**src/rtl/reg_bus_arbiter.sv**
```systemverilog
// rtl/reg_bus_arbiter.sv - shared register-bus arbiter and transaction engine.
// Optional: define ARB_FIXED_PRIO_EN for fixed lowest-index-first priority instead of round-robin.
package led_driver_pkg;
  localparam int ADDR_BITS = 8;
  localparam int DATA_BITS = 8;
endpackage

module reg_bus_arbiter
  import led_driver_pkg::*;
#(
  parameter int NUM_REQ = 2,
  parameter int AW      = ADDR_BITS,
  parameter int DW      = DATA_BITS
) (
  input  logic                  clk,
  input  logic                  reset_n,
  input  logic [NUM_REQ-1:0]    req,
  input  logic [NUM_REQ-1:0]    req_wr,
  input  logic [NUM_REQ*AW-1:0] req_addr,
  input  logic [NUM_REQ*DW-1:0] req_wdata,
  output logic [NUM_REQ-1:0]    grant,
  output logic [NUM_REQ-1:0]    ack,
  output logic [DW-1:0]         rdata,
  output logic                  busy,
  output logic [AW-1:0]         bus_addr,
  output logic                  bus_w_en,
  output logic                  bus_r_en,
  output logic [DW-1:0]         bus_wdata,
  input  logic [DW-1:0]         bus_rdata
);
  localparam int IW = (NUM_REQ > 1) ? $clog2(NUM_REQ) : 1;

  typedef enum logic [2:0] {
    ARB_IDLE,
    ARB_WR,
    ARB_RD1,
    ARB_RD2,
    ARB_ACK
  } state_t;

  state_t             state_q, state_d;
  logic [NUM_REQ-1:0] grant_q, grant_d;
  logic [AW-1:0]      addr_q, addr_d;
  logic [DW-1:0]      wdata_q, wdata_d;
  logic [DW-1:0]      rdata_q, rdata_d;
  logic               found;
  logic [IW-1:0]      pick;
  logic [IW-1:0]      cand;
`ifndef ARB_FIXED_PRIO_EN
  logic [IW-1:0]      rr_ptr_q, rr_ptr_d;
`endif

  always_comb begin
    found = 1'b0;
    pick  = '0;
    cand  = '0;
`ifdef ARB_FIXED_PRIO_EN
    for (int i = 0; i < NUM_REQ; i++) begin
      cand = IW'(i);
      if (!found && req[cand]) begin
        found = 1'b1;
        pick  = cand;
      end
    end
`else
    // Search rr_ptr, rr_ptr+1, ... wrapping modulo NUM_REQ; first hit wins.
    for (int i = 0; i < NUM_REQ; i++) begin
      cand = IW'((int'(rr_ptr_q) + i) % NUM_REQ);
      if (!found && req[cand]) begin
        found = 1'b1;
        pick  = cand;
      end
    end
`endif
  end

  always_comb begin
    state_d  = state_q;
    grant_d  = grant_q;
    addr_d   = addr_q;
    wdata_d  = wdata_q;
    rdata_d  = rdata_q;
`ifndef ARB_FIXED_PRIO_EN
    rr_ptr_d = rr_ptr_q;
`endif
    bus_w_en = 1'b0;
    bus_r_en = 1'b0;
    ack      = '0;
    unique case (state_q)
      ARB_IDLE: begin
        if (found) begin
          grant_d  = NUM_REQ'(1) << pick;
          addr_d   = req_addr[pick*AW +: AW];
          wdata_d  = req_wdata[pick*DW +: DW];
          state_d  = req_wr[pick] ? ARB_WR : ARB_RD1;
`ifndef ARB_FIXED_PRIO_EN
          rr_ptr_d = (pick == IW'(NUM_REQ - 1)) ? '0 : pick + 1'b1;
`endif
        end
      end
      ARB_WR: begin
        bus_w_en = 1'b1;
        ack      = grant_q;
        grant_d  = '0;
        state_d  = ARB_IDLE;
      end
      ARB_RD1: begin
        bus_r_en = 1'b1;
        state_d  = ARB_RD2;
      end
      ARB_RD2: begin
        bus_r_en = 1'b1;
        rdata_d  = bus_rdata;
        state_d  = ARB_ACK;
      end
      ARB_ACK: begin
        ack     = grant_q;
        grant_d = '0;
        state_d = ARB_IDLE;
      end
      default: state_d = ARB_IDLE;
    endcase
  end

  always_ff @(posedge clk or negedge reset_n) begin
    if (!reset_n) begin
      state_q  <= ARB_IDLE;
      grant_q  <= '0;
      addr_q   <= '0;
      wdata_q  <= '0;
      rdata_q  <= '0;
`ifndef ARB_FIXED_PRIO_EN
      rr_ptr_q <= '0;
`endif
    end else begin
      state_q  <= state_d;
      grant_q  <= grant_d;
      addr_q   <= addr_d;
      wdata_q  <= wdata_d;
      rdata_q  <= rdata_d;
`ifndef ARB_FIXED_PRIO_EN
      rr_ptr_q <= rr_ptr_d;
`endif
    end
  end

  assign grant     = grant_q;
  assign busy      = (state_q != ARB_IDLE);
  assign bus_addr  = addr_q;
  assign bus_wdata = wdata_q;
  assign rdata     = rdata_q;

endmodule

```
**config.mk**
```make
export PLATFORM = sky130hd
export DESIGN_NAME = reg_bus_arbiter
export DESIGN_NICKNAME = d
export VERILOG_FILES = /design/src/rtl/reg_bus_arbiter.sv
export SDC_FILE = /design/constraint.sdc
export NUM_CORES = 1
export LEC_CHECK = 0
export ABC_AREA = 1
export BUFFER_PORTS_ARGS = -buffer_cell sky130_fd_sc_hd__buf_4
export CAP_MARGIN = 20
export CORE_MARGIN = 2
export CORE_UTILIZATION = 40
export CTS_CLUSTER_SIZE = 10
export DETAILED_ROUTE_END_ITERATION = 6
export PLACE_DENSITY = 0.81
export SYNTH_ARGS = -nofsm -noshare
export SYNTH_HDL_FRONTEND = slang
export SYNTH_SLANG_ARGS = --single-unit
export TNS_END_PERCENT = 10
```
**constraint.sdc**
```tcl
create_clock -name clk -period 1.18 [get_ports clk]
set_input_delay 0 -clock clk [delete_from_list [all_inputs] [get_ports clk]]
set_output_delay 0 -clock clk [all_outputs]
set_load 0.005 [all_outputs]
```
==> impl_results.md <==
* Failing checks: negative setup slack
* Final Skew at 11.9 ps
* Startpoint types: flip-flop
* Worst-path clk slew at 100 ps
* Tot Pwr at 0.00590 W
* Die height at 64.5 um
* Largest net degree at the start of global routing at 35
* Clk buf depth at 2
* Clock Root Buffer: clkbuf_4
* Top FF cell, synth: dfrtp_1
* TritonCTS buffer count at 5
* RSZ-0062 raised after global routing: yes
* Ys async rst share at 100%
* Post-DR vias/cell at 4.62
* DRT Pass-1 Iters at 4
* Number of diodes at 0
* Worst path slowest cell: dfrtp_1
* Final Setup Violations at 18
* Non-Filler Instances at 344
* Clock sinks at 30
* TritonCTS clock tree: done
* PortBufs at 76
* Nets at 343
* H-tree Lvls at 2
* Final ANT Viol Nets at 0
* Worst EP arrival at 1350 ps
* Synth top area share at 51.2%
* TNS Setup at -891 ps
* Post-synth EDFFs at 0
* Worst-Skew Late Latency at 340 ps
* Post-Route WL at 4300 um
* Global route overflow at 0
* Routed vias at 1590
* Worst Max-Slew Pin Slew at 368 ps
* Core Rows at 21
* CP required at 1180 ps
* Worst-path fanout max at 3
* Wirelength per Cell at 12.5 um
* Routability cong. at 0.718
* Core area at 0.00342 mm2
* Layout cells sized above 1 at 45.0%
* Achievable Freq at 740 MHz
* CP Class: reg -> out
* Sequential Area at 753 um2
* Max incr delay on CP at 420 ps
* Inst Count DP at 302
* Final slew viol count at 0
* Yosys cell types at 19
* Syn Nets at 226
* CP endpoint kind: output port
* Commonest cells in the netlist: nand2_1, dfrtp_1, inv_1, o21ai_0, o21ai_2
* Area growth syn-to-layout at 81.1%
* Slew HR at 75.5%
* Post-Syn Instances at 180
* I/O Pins at 77
* First-pass GRT wire length at 7000 um
* Die width at 64.5 um
* Hold Fails Final Rpt at 0
* Synth Area per Inst at 8.14 um2
* Leakage Power at 1.40 nW
* GRT Overall Usage at 22.1%
* YS warnings at 0
* Area of the multi-input gates at 663 um2
* Die area at 0.00416 mm2
* Worst min-delay path category: in -> reg
* Status: finished, violations left
* Period Utilization, post-route at 114%
* Crit path cell chain: buf_6 -> inv_4 -> nor3_4 -> nor2_2 -> nor2_1 -> buf_4
* Buffers plus inverters on the worst setup path at 3
* Detailed Place HPWL at 2530 um
* Initial drt markers at 49
* Post-synthesis cell area at 0.00147 mm2
* Antenna violations before repair at 0
* Sequential fraction of the synthesis area at 51.2%
* Max Cap Viol at 0
* Area contributors post-synth: dfrtp_1, nand2_1, o21ai_0, inv_1, o21ai_2
* Power Density at 2220 mW/mm2
* Final setup margin at -171 ps
* Yosys reg bits at 30
* Most common cell in the netlist: nand2_1
* Maximum VDD drop at 1.35 mV
* Fill cells at 251
* Place WS at -20.7 ps
* Number of global-route vias before repair at 1643
* Starting density of the core at 42.9%
* Clock period minus worst slack at 1350 ps
* DRC violations left at 0
* Largest area contributor in the netlist: dfrtp_1
* Family with the most delay on the worst path: flip-flops
registers in the layout, indices dropped and copies added, names as in the netlist:
name,count
rr_ptr_q,1
bus_addr,8
state_q,3
rdata,8
bus_wdata,8
grant,2
what timing repair did:
item	CTS	global route
hold buffers	31	0
pin swaps	4	5
hold endpoints to repair	55	0
buffers inserted	3	0
gates cloned	0	0
resized for setup	21	20
endpoints found under the setup margin	17	34
report_power, final:
group | switching (W) | total, W | internal (W)
registers | 0.000405 | 0.00195 | 0.00154
logic | 0.00147 | 0.00315 | 0.00168
clock network | 0.000360 | 0.000798 | 0.000438
placed cells by master, fill, tap and decap left out:
| cell | count |
|---|---|
| buf_6 | 2 |
| inv_1 | 25 |
| a21oi_1 | 2 |
| clkinv_4 | 1 |
| bufinv_16 | 1 |
| o21ai_0 | 14 |
| nand2_2 | 11 |
| inv_4 | 1 |
| dlygate4sd3_1 | 31 |
| nor2_2 | 3 |
| o21ai_2 | 14 |
| nor3_4 | 2 |
| nand3_2 | 1 |
| nor2_1 | 4 |
| nand2_1 | 49 |
| clkbuf_4 | 5 |
| nand2_8 | 1 |
| buf_4 | 80 |
| o21ai_1 | 6 |
| nand3_1 | 5 |
| dfrtp_2 | 2 |
| dfrtp_1 | 28 |
| nand2_4 | 5 |
| buf_12 | 3 |
| clkinv_2 | 2 |
worst min-delay path, delay by kind of cell:
| family | cells | cell delay (ps) |
|---|---|---|
| buffers and inverters | 2 | 150 |
| AOI/OAI and AO/OA | 2 | 100 |
| and+or+nand+nor | 1 | 60 |
worst paths after layout:
check	cells past startpoint	start	end	slack, ps
worst max register to register	5	state_q[0]	bus_addr[0]	-30
max in group asynchronous	2	reset_n	state_q[1]	760
worst min-delay path	5	req_addr[6]	bus_addr[6]	5
worst max-delay path	6	state_q[0]	ack[0]	-170
worst min register to register	2	bus_addr[5]	bus_addr[5]	490
min in group asynchronous	2	reset_n	grant[1]	120
stage by stage:
step | utilization [%] | cell area [um2] | hold WS [ps]
final | 77.7 | 2650 | 5.10
after global routing | 77.7 | 2650 | 8.85
after CTS | 76.2 | 2600 | 1.52
after detailed placement | 62.4 | 2130 | -53.8
after global placement | 62.4 | 2130 | -58.7
after floorplan | - | 1470 | -296
cell families after synthesis:
group                  Yosys count  synth area share, %
and+or+nand+nor                 81                 23.6
DFF                             30                 51.2
buffers and inverters           33                 10.1
AOI/OAI and AO/OA               36                 15.1
metal layers:
metal / part of all wire, % / wire length, um / vias up / GRT usage [%]
li1: - / - / 793 / -
met1: 37 / 1590 / 727 / 22.1
met2: 54 / 2330 / 59 / 42.3
met3: 6.7 / 287 / 11 / 6.25
met4: 2.0 / 87 / 0 / 9.04
met5: 0 / 0 / - / 0
final cells by class:
| cell class | count | share of cell area, % |
|---|---|---|
| tap | 46 | 2.17 |
| clock inverter | 3 | 1.51 |
| multi-input combinational | 117 | 25.0 |
| sequential | 30 | 28.4 |
| inverter | 27 | 4.10 |
| clock buffer | 5 | 1.41 |
| timing repair buffer | 116 | 37.4 |
(Power assumes the default switching activity.)
